<file path="config.mk">
export PLATFORM = sky130hd
export DESIGN_NAME = mem_access_unit
export DESIGN_NICKNAME = d
export VERILOG_FILES = /design/src/rtl/mem_access_unit.sv
export SDC_FILE = /design/constraint.sdc
export NUM_CORES = 1
export LEC_CHECK = 0
export ABC_AREA = 1
export CORE_MARGIN = 2
export CORE_UTILIZATION = 41
export CTS_CLUSTER_SIZE = 40
export DETAILED_ROUTE_END_ITERATION = 12
export PLACE_DENSITY = 0.78
export REMOVE_ABC_BUFFERS = 1
export SLEW_MARGIN = 5
export SYNTH_ARGS = -nofsm -noshare
export SYNTH_HDL_FRONTEND = slang
export SYNTH_SLANG_ARGS = --single-unit
</file>
<file path="constraint.sdc">
create_clock -name clk -period 3.43 [get_ports clk]
set_input_delay 0.686 -clock clk [delete_from_list [all_inputs] [get_ports clk]]
set_output_delay 0.686 -clock clk [all_outputs]
set_load 0.05 [all_outputs]
</file>
<file path="src/rtl/mem_access_unit.sv">
// Load/store sequencer between datapath and data memory: drives address, write
// data and write-enable, extends loaded bytes/halves, and flags misalignment or timeout.
module mem_access_unit #(
    parameter int unsigned TIMEOUT = 15
) (
    input  logic        clk,
    input  logic        reset,
    input  logic        start,
    input  logic        st,
    input  logic [2:0]  op,
    input  logic [31:0] addr,
    input  logic [31:0] wdata,
    output logic        busy,
    output logic        done,
    output logic        err,
    output logic [31:0] rdata,
    output logic [31:0] mem_a,
    output logic [31:0] mem_wd,
    output logic [1:0]  mem_we,
    input  logic [31:0] mem_rd,
    input  logic        mem_ready
);

    typedef enum logic [1:0] {IDLE, REQ, DONE} state_t;

    state_t      state, state_nxt;
    logic        st_q, st_nxt;
    logic [2:0]  op_q, op_nxt;
    logic [7:0]  cnt, cnt_nxt;
    logic        err_q, err_nxt;
    logic [31:0] rdata_nxt, mem_a_nxt, mem_wd_nxt;
    logic        bad_req;
    logic [7:0]  lane_b;
    logic [15:0] lane_h;
    logic [31:0] load_val;
    logic [31:0] wd_rep;

    // Alignment/legality is judged on the live request so a bad one never reaches REQ.
    always_comb begin
        unique case (op[1:0])
            2'b00:   bad_req = 1'b0;
            2'b01:   bad_req = addr[0];
            2'b10:   bad_req = |addr[1:0];
            default: bad_req = 1'b1;
        endcase
    end

    always_comb begin
        unique case (op[1:0])
            2'b00:   wd_rep = {4{wdata[7:0]}};
            2'b01:   wd_rep = {2{wdata[15:0]}};
            default: wd_rep = wdata;
        endcase
    end

    assign lane_b = mem_rd[{mem_a[1:0], 3'b000} +: 8];
    assign lane_h = mem_rd[{mem_a[1], 4'b0000} +: 16];

    always_comb begin
        unique case (op_q[1:0])
            2'b00:   load_val = op_q[2] ? {24'd0, lane_b} : {{24{lane_b[7]}}, lane_b};
            2'b01:   load_val = op_q[2] ? {16'd0, lane_h} : {{16{lane_h[15]}}, lane_h};
            default: load_val = mem_rd;
        endcase
    end

    // NOTE: every always_comb output gets a default first so no path can infer a latch.
    always_comb begin
        state_nxt  = state;
        st_nxt     = st_q;
        op_nxt     = op_q;
        cnt_nxt    = cnt;
        err_nxt    = err_q;
        rdata_nxt  = rdata;
        mem_a_nxt  = mem_a;
        mem_wd_nxt = mem_wd;
        unique case (state)
            IDLE: begin
                if (start) begin
                    if (bad_req) begin
                        state_nxt = DONE;
                        err_nxt   = 1'b1;
                    end else begin
                        state_nxt  = REQ;
                        st_nxt     = st;
                        op_nxt     = op;
                        mem_a_nxt  = addr;
                        mem_wd_nxt = wd_rep;
                        cnt_nxt    = 8'd0;
                    end
                end
            end
            REQ: begin
                if (mem_ready) begin
                    if (!st_q) rdata_nxt = load_val;
                    state_nxt = DONE;
                    err_nxt   = 1'b0;
                end else if (cnt == 8'(TIMEOUT - 1)) begin
                    state_nxt = DONE;
                    err_nxt   = 1'b1;
                end else begin
                    cnt_nxt = cnt + 8'd1;
                end
            end
            DONE:    state_nxt = IDLE;
            default: state_nxt = IDLE;
        endcase
    end

    // NOTE: sequential state uses non-blocking assignments so all registers update together.
    always_ff @(posedge clk or posedge reset) begin
        if (reset) begin
            state  <= IDLE;
            st_q   <= 1'b0;
            op_q   <= 3'd0;
            cnt    <= 8'd0;
            err_q  <= 1'b0;
            rdata  <= 32'd0;
            mem_a  <= 32'd0;
            mem_wd <= 32'd0;
        end else begin
            state  <= state_nxt;
            st_q   <= st_nxt;
            op_q   <= op_nxt;
            cnt    <= cnt_nxt;
            err_q  <= err_nxt;
            rdata  <= rdata_nxt;
            mem_a  <= mem_a_nxt;
            mem_wd <= mem_wd_nxt;
        end
    end

    // Write-enable decodes straight from state so an asynchronous reset drops it at once.
    always_comb begin
        mem_we = 2'b00;
        if (state == REQ && st_q) begin
            unique case (op_q[1:0])
                2'b00:   mem_we = 2'b11;
                2'b01:   mem_we = 2'b10;
                default: mem_we = 2'b01;
            endcase
        end
    end

    assign busy = (state != IDLE);
    assign done = (state == DONE);
    assign err  = done & err_q;

endmodule

</file>
# Yosys cells after proc, flatten, opt, wreduce, memory -nomap -nowiden
# Cells that the tools add are included.
word_totals:
  reg_bits: 111
  inputBits: 104
  out_inout_bits: 101
classes:
  n_addsub: 1
  n_eq_ne: 12
  n_shift: 2
  muxes: 22
  bitwise: 3
  reduce_logical: 12
ops:
  columns: ["operator", "n"]
  rows:
  - ["$pmux 32 s2", 2]
  - ["$mux 32", 2]
  - ["$mux 8", 4]
  - ["$shiftx 32x6->16", 1]
  - ["$shiftx 32x6->8", 1]
  - ["$pmux 8 s2", 1]
  - ["$mux 2", 5]
  - ["$ne 2x2->1 const B", 5]
  - ["$add 8x1->8 const B", 1]
  - ["$eq 8x4->1 const B", 1]
  - ["$pmux 2 s2", 2]
  - ["$eq 2x1->1 const B", 3]
  - ["$logic_not 2->1", 3]
  - ["$reduce_and 3->1", 2]
  - ["$reduce_and 5->1", 1]
  - ["$eq 2x2->1 const B", 2]
  - ["$mux 1", 4]
  - ["$reduce_and 4->1", 1]
  - ["$reduce_bool 2->1", 2]
  - ["$ne 3x3->1 const B", 1]
  - ["$pmux 1 s3", 1]
  - ["$not 1->1", 2]
  - ["$pmux 1 s2", 1]
  - ["$reduce_and 2->1", 1]
  - ["3 further kinds", 3]

# Longest topological paths before layout
# Gate-level depths: netlist of the first run.
depth:
  depth_word: 5
  mapped_depth: 10
  ltp_nobuf: 9

# Worst setup path after synthesis of the first run
# No wires, ideal clock.
synth_path:
  path_kind: "register to output"
  from: "register op_q[1]"
  to: "output port mem_we[1]"
  arrival_ps: 1792
  t_required_ps: 2744
  slack_ps: 952
  stages_incl_launch_ff: 4
  n_path_buf: 2
  cell_sequence: "dfrtp_1 buf_6 buf_2 nor3_1"
synth_between:
  elab_chain_len: 3
  elab_cells_between_ends: 4
synth_rtl:
  columns: ["item", "line", "text"]
  rows:
  - ["start, declared", "28", "logic [2:0] op_q, op_nxt;"]
  - ["start signal, assigned", "124", "op_q <= op_nxt;"]
  - ["$eq 2x1->1 or $logic_not 2->1 (tied branches)", "137", "unique case (op_q[1:0])"]
  - ["$pmux 2 s2 *", "137", null]
  - ["$mux 2 *", "136", "if (state == REQ && st_q) begin"]
  - ["end, declared", "19", "output logic [1:0] mem_we,"]
# Mark *: on every way between the ends. The rest lies on a longest branch, timed or not.

# Worst setup path in the final report of the first run
layout_path:
  from: "register state[1]"
  to: "output port mem_we[0]"
layout_between:
  elab_chain_len: 3
layout_rtl:
  columns: ["item", "line", "text"]
  rows:
  - ["start, declared", "26", "state_t state, state_nxt;"]
  - ["start signal, assigned", "122", "state <= state_nxt;"]
  - ["$eq 2x1->1", "136", null]
  - ["$logic_and 1x1->1", "136", null]
  - ["$mux 2", "136", null]
# Every way passes these cells.

==> out/metrics.yaml, run 1 <==
cp_max_fo: 8
die_w_um: 120
antenna_found_initial: 0
dr.first_iter.drc_count: 356
drt_wl_total_um: 15500
insertedDiodeCount: 0
clock_skew_ns: 0.00630
synth_cell_types: 33
synth_top_family_by_area: "simple AND/OR/NAND/NOR gates"
numClockSinks: 111
max_freq_mhz: 363
fillers: 1218
pwr-share-comb_pct: 56.8
postRouteAntennaNets: 0
yosysSeqAreaShare_pct: 50.1
gp_congestion: 0.835
cellLeakagePower_nw: 3.77
synth-compound-area-share_pct: 12.4
drv_cap: 0
cts_tree: "built"
core_um2: 13200
htreeDepth: 3
worstSetupPathType: "reg2out"
drcViolationCount: 0
drive_above_1_share_pct: 8.64
crit_path_start_kind: "register"
areaGrowthSynthToFinish_pct: 43.5
wl_per_cell_um: 14.6
clkTransAtPathRegs_ns: 0.07
cts_buffers: 9
cts_setup_buffers: 0
power.internal_mw: 3.77
dr_total_vias: 5230
dp_hpwl_um: 11200
syn_area_per_cell_um2: 7.95
setup.worst_path.start: "state[1]"
post_cts_resized: 0
track_usage_pct: 21.6
avgViaCountPerCell: 4.90
period_needed_ns: 2.76
final_net_count: 992
cts_root_buf: "clkbuf_16"
syn_area_um2: 5550
io_pins: 205
cp.required_ns: 2.74
holdCritStartpoint: "mem_a[18]"
maxSlewViolCount: 0
cp-end-kind: "primary output"
status: "finished clean"
rsz0062_at_grt: "no"
relSlewSlack_pct: 54.4
grt.overflow.total: 0
critical_path_arrival_ns: 2.07
worst_pin_slew_ns: 0.685
finalCritPeriodShare_pct: 80.4
portBuffers: 204
max-clock-path-buffers: 2
grt_max_degree: 89
grt_pass1_vias: 4923
swShare_pct: 48.9
placementRows: 42
hold_class: "reg2reg"
finalPower_mw: 7.38
sequentialPowerShare_pct: 29.0
clockPowerShare_pct: 14.2
p_switching_mw: 3.61
tns_ns: 0
ir_worst_vdd_v: 0.000546
finalHoldViolCount: 0
pwr_density_cell_nw_per_um2: 927
clk_latency_ns: 0.35
r2r-start: "op_q[1]"
setup_viol: 0
grt_pass1_wl_um: 24700
synthXorXnorAreaFrac_pct: 0.631
synth_fa_ha_area_share_pct: 0.451
ys_warn_count: 0
die-area_um2: 14500
synth-simple-area-share_pct: 28.6
synth_mux_area_share_pct: 0
ys_ff_latch: 111
first_pass_iters: 4
postCtsHoldBufs: 0
netlist_instances: 698
die_y_um: 120
start_util_pct: 41.9
## metrics by stage
step	area (µm²)	worst slack, ns	instances	hold slack (ns)	util [%]
6_report	7960	0.673	1067	0.478	60.1
5_1_grt	7960	0.593	1067	0.505	60.1
4_1_cts	7960	0.654	1067	0.482	60.1
3_5_place_dp	7670	0.961	1051	0.465	57.9
3_3_place_gp	7670	1.00	1051	0.460	57.9
2_1_floorplan	5300	-0.187	662	0.435	-
## layer usage
| metal | global-route usage (%) | vias up | part of all wire [%] |
|---|---|---|---|
| met4 | 7.12 | 0 | 1.2 |
| met3 | 7.59 | 12 | 9.6 |
| li1 | - | 2566 | - |
| met5 | 0 | - | 0 |
| met2 | 34.9 | 188 | 48 |
| met1 | 27.1 | 2464 | 41 |
## layout make-up
type | count | area (µm²) | area share (%)
clock buffers | 13 | 250 | 3.14
clock inverters | 3 | 42.5 | 0.534
inverters | 48 | 190 | 2.39
multi-input cells | 503 | 2330 | 29.3
flip-flops and latches | 111 | 2780 | 34.9
well taps | 176 | 220 | 2.77
repair buffers | 213 | 2150 | 27.0
## cell usage in the layout (no fill, tap or decap), types with 3 or more instances in the layout
| cell | Yosys | final |
|---|---|---|
| nand3_1 | 35 | 35 |
| nand2_2 | 3 | 3 |
| o21a_1 | 5 | 5 |
| or2_2 | 6 | 6 |
| inv_1 | 37 | 36 |
| inv_2 | 9 | 9 |
| a21oi_1 | 33 | 33 |
| clkdlybuf4s50_1 | 0 | 204 |
| clkbuf_1 | 5 | 3 |
| nor2_1 | 41 | 41 |
| a21oi_2 | 23 | 23 |
| o21ai_0 | 36 | 36 |
| buf_12 | 0 | 3 |
| dfrtp_1 | 111 | 110 |
| xor2_1 | 4 | 4 |
| nand3_2 | 3 | 3 |
| o21ai_1 | 19 | 19 |
| clkbuf_16 | 0 | 9 |
| nand2_1 | 279 | 279 |
| buf_4 | 6 | 6 |
## power by group through the flow
| stage | registers [mW] | logic [mW] | clock network [mW] |
|---|---|---|---|
| 3_5_place_dp | 2.16 | 4.21 | 0 |
| 4_1_cts | 2.14 | 4.22 | 1.07 |
| 5_1_grt | 2.20 | 4.43 | 1.13 |
| 6_report | 2.14 | 4.19 | 1.05 |
| 3_3_place_gp | 2.14 | 4.17 | 0 |
| 2_1_floorplan | 3.89 | 0.956 | 0 |
## logic make-up (layout without fill, tap and decap cells)
kind of cell    after synthesis  after routing
xor+xnor                      4              4
simple gates                380            380
buf+inv                      84            277
compound gates              117            117
fa+ha+maj                     2              2
flops                       111            111
## flip-flops by register name, indices dropped and copies added, names as in the netlist
signal  count
mem_wd     32
op_q        3
err_q       1
state       2
st_q        1
mem_a      32
rdata      32
cnt         8
## final timing paths
path                        endpoint  slack, ns  cells past startpoint
max in group asynchronous  rdata[24]       1.95                      3
min in group asynchronous  mem_a[30]       0.74                      2
max reg2reg                 rdata[0]       1.66                      6
min reg2reg                mem_a[18]       0.48                      2
max                        mem_we[0]       0.67                      4
min                        mem_a[18]       0.48                      2
## critical path, stage by stage, from the launching register on
cell and delay, ns:
dfrtp_1 0.44, nor2_4 0.20, inv_2 0.11, nor3_1 0.14
clkdlybuf4s50_1 0.82
## synthesized netlist by cell type
| library cell | number | area, µm² |
|---|---|---|
| and3_1 | 1 | 6.26 |
| or2_1 | 2 | 12.5 |
| buf_1 | 1 | 3.75 |
| nand3_1 | 35 | 175 |
| nand4_1 | 2 | 12.5 |
| nor2_8 | 1 | 20.0 |
| buf_4 | 6 | 45.0 |
| nor2_2 | 1 | 6.26 |
| nand2_2 | 3 | 18.8 |
| o21a_1 | 5 | 37.5 |
| dfrtp_1 | 111 | 2780 |
| buf_2 | 14 | 70.1 |
| buf_6 | 10 | 113 |
| nand2_8 | 1 | 20.0 |
| or2_2 | 6 | 37.5 |
| o21ai_1 | 19 | 95.1 |
| inv_2 | 9 | 33.8 |
| o21ai_0 | 36 | 180 |
| xor2_1 | 4 | 35.0 |
| clkbuf_1 | 5 | 18.8 |
| nor3_1 | 2 | 10.0 |
| a21oi_2 | 23 | 201 |
| nor2_4 | 1 | 11.3 |
| inv_6 | 1 | 8.76 |
| inv_1 | 37 | 139 |
| o21ai_2 | 1 | 8.76 |
| nand2_4 | 2 | 22.5 |
| a21oi_1 | 33 | 165 |
| nand3_2 | 3 | 30.0 |
| inv_4 | 1 | 6.26 |
| ha_1 | 2 | 25.0 |
| nand2_1 | 279 | 1050 |
| nor2_1 | 41 | 154 |
Note: power is estimated with default switching activity, not from simulation.
==> inputs of run 2 (changes only) <==
Settings changed: CORE_UTILIZATION 41 to 45, PLACE_DENSITY 0.78 to 0.81.
Clock period 3.43 ns to 2.6 ns, I/O delays scaled along.
==> run 2 against run 1 <==
Net effect:
- first-iteration DRC count is 2.5% higher
- register-to-register slack lost 0.84 ns
- combinational power increased by 31%
- sequential power increased by 34%
- global-route usage rose by 2.2 points
- critical path depth down 1
- core utilization grew 6.3 points
- critical path type unchanged
- largest power group unchanged
- highest routed layer unchanged
==> out/metrics.yaml, run 2 (synthesized netlist as in run 1, its figures left out) <==
fin_area_um2: 7970  # was 7960 µm²
pwr_density_cell_nw_per_um2: 1230  # was 927 nW/µm²
max_stage_delay_ns: 0.80  # was 0.82 ns
grt.overflow.total: 0  # unchanged
finalHoldViolCount: 0  # unchanged
maxSlewViolCount: 0  # unchanged
grt_max_degree: 69  # was 89
critical_path_arrival_ns: 1.81  # was 2.07 ns
dr_total_vias: 5282  # was 5230
cellLeakagePower_nw: 3.81  # was 3.77 nW
grt_pass1_vias: 5178  # was 4923
numClockSinks: 111  # unchanged
path_buf_inv: 2  # unchanged
cts_tree: "built"  # unchanged
cts_setup_buffers: 0  # unchanged
hold_class: "in2async"  # was reg2reg
dr.first_iter.drc_count: 365  # was 356
drt_wl_total_um: 15300  # was 15500 µm
track_usage_pct: 23.8  # was 21.6%
post-route-util_pct: 66.4  # was 60.1%
layout_common_cells: "279 x nand2_1, 201 x clkdlybuf4s50_1, 110 x dfrtp_1"  # was 279 x nand2_1, 204 x clkdlybuf4s50_1, 110 x dfrtp_1
postCtsHoldBufs: 0  # unchanged
final_net_count: 995  # was 992
cts_root_buf: "clkbuf_16"  # unchanged
ir_worst_vdd_v: 0.000654  # was 0.000546 V
cp.required_ns: 2.08  # was 2.74 ns
reg_top3: "mem_a x32, mem_wd x32, rdata x32"  # unchanged
clock_skew_ns: 0.00687  # was 0.00630 ns
htreeDepth: 3  # unchanged
drcViolationCount: 0  # unchanged
drive_above_1_share_pct: 9.62  # was 8.64%
die-area_um2: 13200  # was 14500 µm²
relSlewSlack_pct: 53.7  # was 54.4%
start_util_pct: 46.2  # was 41.9%
period_needed_ns: 2.33
cts_buffers: 9  # unchanged
die_w_um: 115  # was 120 µm
cp_max_fo: 5  # was 8
clk_latency_ns: 0.35  # about the same
gp_congestion: 0.827  # was 0.835
crit_family: "buffers and inverters"  # unchanged
first_pass_iters: 5  # was 4
crit_path_start_kind: "register"  # unchanged
insertedDiodeCount: 0  # unchanged
tns_ns: 0  # unchanged
seqCellArea_um2: 2780  # unchanged
rsz0062_at_grt: "no"  # unchanged
timing.critical_path.cells: "inv_2, and3_1, clkdlybuf4s50_1"  # was nor2_4, inv_2, nor3_1, clkdlybuf4s50_1
placed_cell_area_um2: 7660  # was 7670 µm²
mostFrequentLayoutCell: "nand2_1"  # unchanged
worstSetupPathType: "reg2out"  # unchanged
wl_per_cell_um: 14.7  # was 14.6 µm
avgViaCountPerCell: 5.07  # was 4.90
drv_cap: 0  # unchanged
crit_slowest_cell: "clkdlybuf4s50_1"  # unchanged
portBuffers: 204  # unchanged
antenna_found_initial: 0  # unchanged
grt_pass1_wl_um: 25100  # was 24700 µm
postRouteAntennaNets: 0  # unchanged
max_freq_mhz: 428
finalCritPeriodShare_pct: 89.8
worst_pin_slew_ns: 0.695  # was 0.685 ns
cp-end-kind: "primary output"  # unchanged
die_y_um: 115  # was 120 µm
status: "finished clean"  # unchanged
multi_input_area_um2: 2330  # unchanged
clkTransAtPathRegs_ns: 0.08  # was 0.07 ns
placementRows: 40  # was 42
core_um2: 12000  # was 13200 µm²
areaGrowthSynthToFinish_pct: 43.7  # was 43.5%
io_pins: 205  # unchanged
fillers: 1011  # was 1218
post_cts_resized: 0  # unchanged
dp_hpwl_um: 10900  # was 11200 µm
max-clock-path-buffers: 2  # unchanged
setup_viol: 0  # unchanged
run 2: cell types whose count changed in the layout (fill, tap and decap cells not counted), moves of 2 or more:
cell | before | now
clkinv_4 | 0 | 3
clkdlybuf4s50_1 | 204 | 201
inv_8 | 0 | 2
clkbuf_1 | 3 | 0
buf_4 | 6 | 11
run 2: through the flow:
| step | setup slack (ns) | hold slack (ns) | std cells | total power, mW |
|---|---|---|---|---|
| finish | 0.266 | 0.470 | 1041 | 9.80 |
| detailed placement | 0.310 | 0.464 | 1025 | 8.38 |
| floorplan | -0.851 | 0.435 | 662 | 6.39 |
| global route | 0.184 | 0.500 | 1041 | 10.3 |
| CTS | 0.237 | 0.475 | 1041 | 9.85 |
| global placement | 0.407 | 0.458 | 1025 | 8.33 |
run 2: worst paths after layout:
path | start | end | slack [ns] | cells after the start
max reg2reg | mem_a[1] | rdata[10] | 0.82 | 9
max in group asynchronous | reset | op_q[1] | 1.47 | 3
min | reset | mem_a[26] | 0.47 | 2
min in group clk | mem_a[10] | mem_a[10] | 0.48 | 2
max | state[0] | err | 0.27 | 3
min reg2reg | mem_a[10] | mem_a[10] | 0.48 | 2
run 2: worst reg2reg max path, stage by stage (launching register included):
cell and delay, ns:
dfrtp_1 0.79, inv_4 0.14, nand2_1 0.09, nand2_1 0.06, nand2_1 0.10, nand2_1 0.10
nand2_2 0.17, nand2_1 0.09, nand2_1 0.07, nand2_1 0.05
run 2: where the power goes:
| part | total [mW] | switching [mW] | internal (mW) |
|---|---|---|---|
| logic | 5.49 | 3.70 | 1.79 |
| clock network | 1.45 | 0.678 | 0.771 |
| registers | 2.86 | 0.454 | 2.41 |
| total | 9.80 | 4.83 | 4.97 |
run 2: cell type report:
class / instances / area share, %
flip-flops and latches: 111 / 34.9
multi-input cells: 503 / 29.3
repair buffers: 216 / 27.3
clock buffers: 9 / 2.82
inverters: 48 / 2.39
well taps: 147 / 2.31
clock inverters: 7 / 1.10
run 2: routing by layer:
metal | GRT usage [%] | vias to the layer above | share of wire (%)
met5 | 0 | - | 0
met2 | 38.7 | 223 | 47
met4 | 6.59 | 0 | 1.2
met3 | 7.49 | 17 | 9.5
li1 | - | 2583 | -
met1 | 30.8 | 2459 | 42
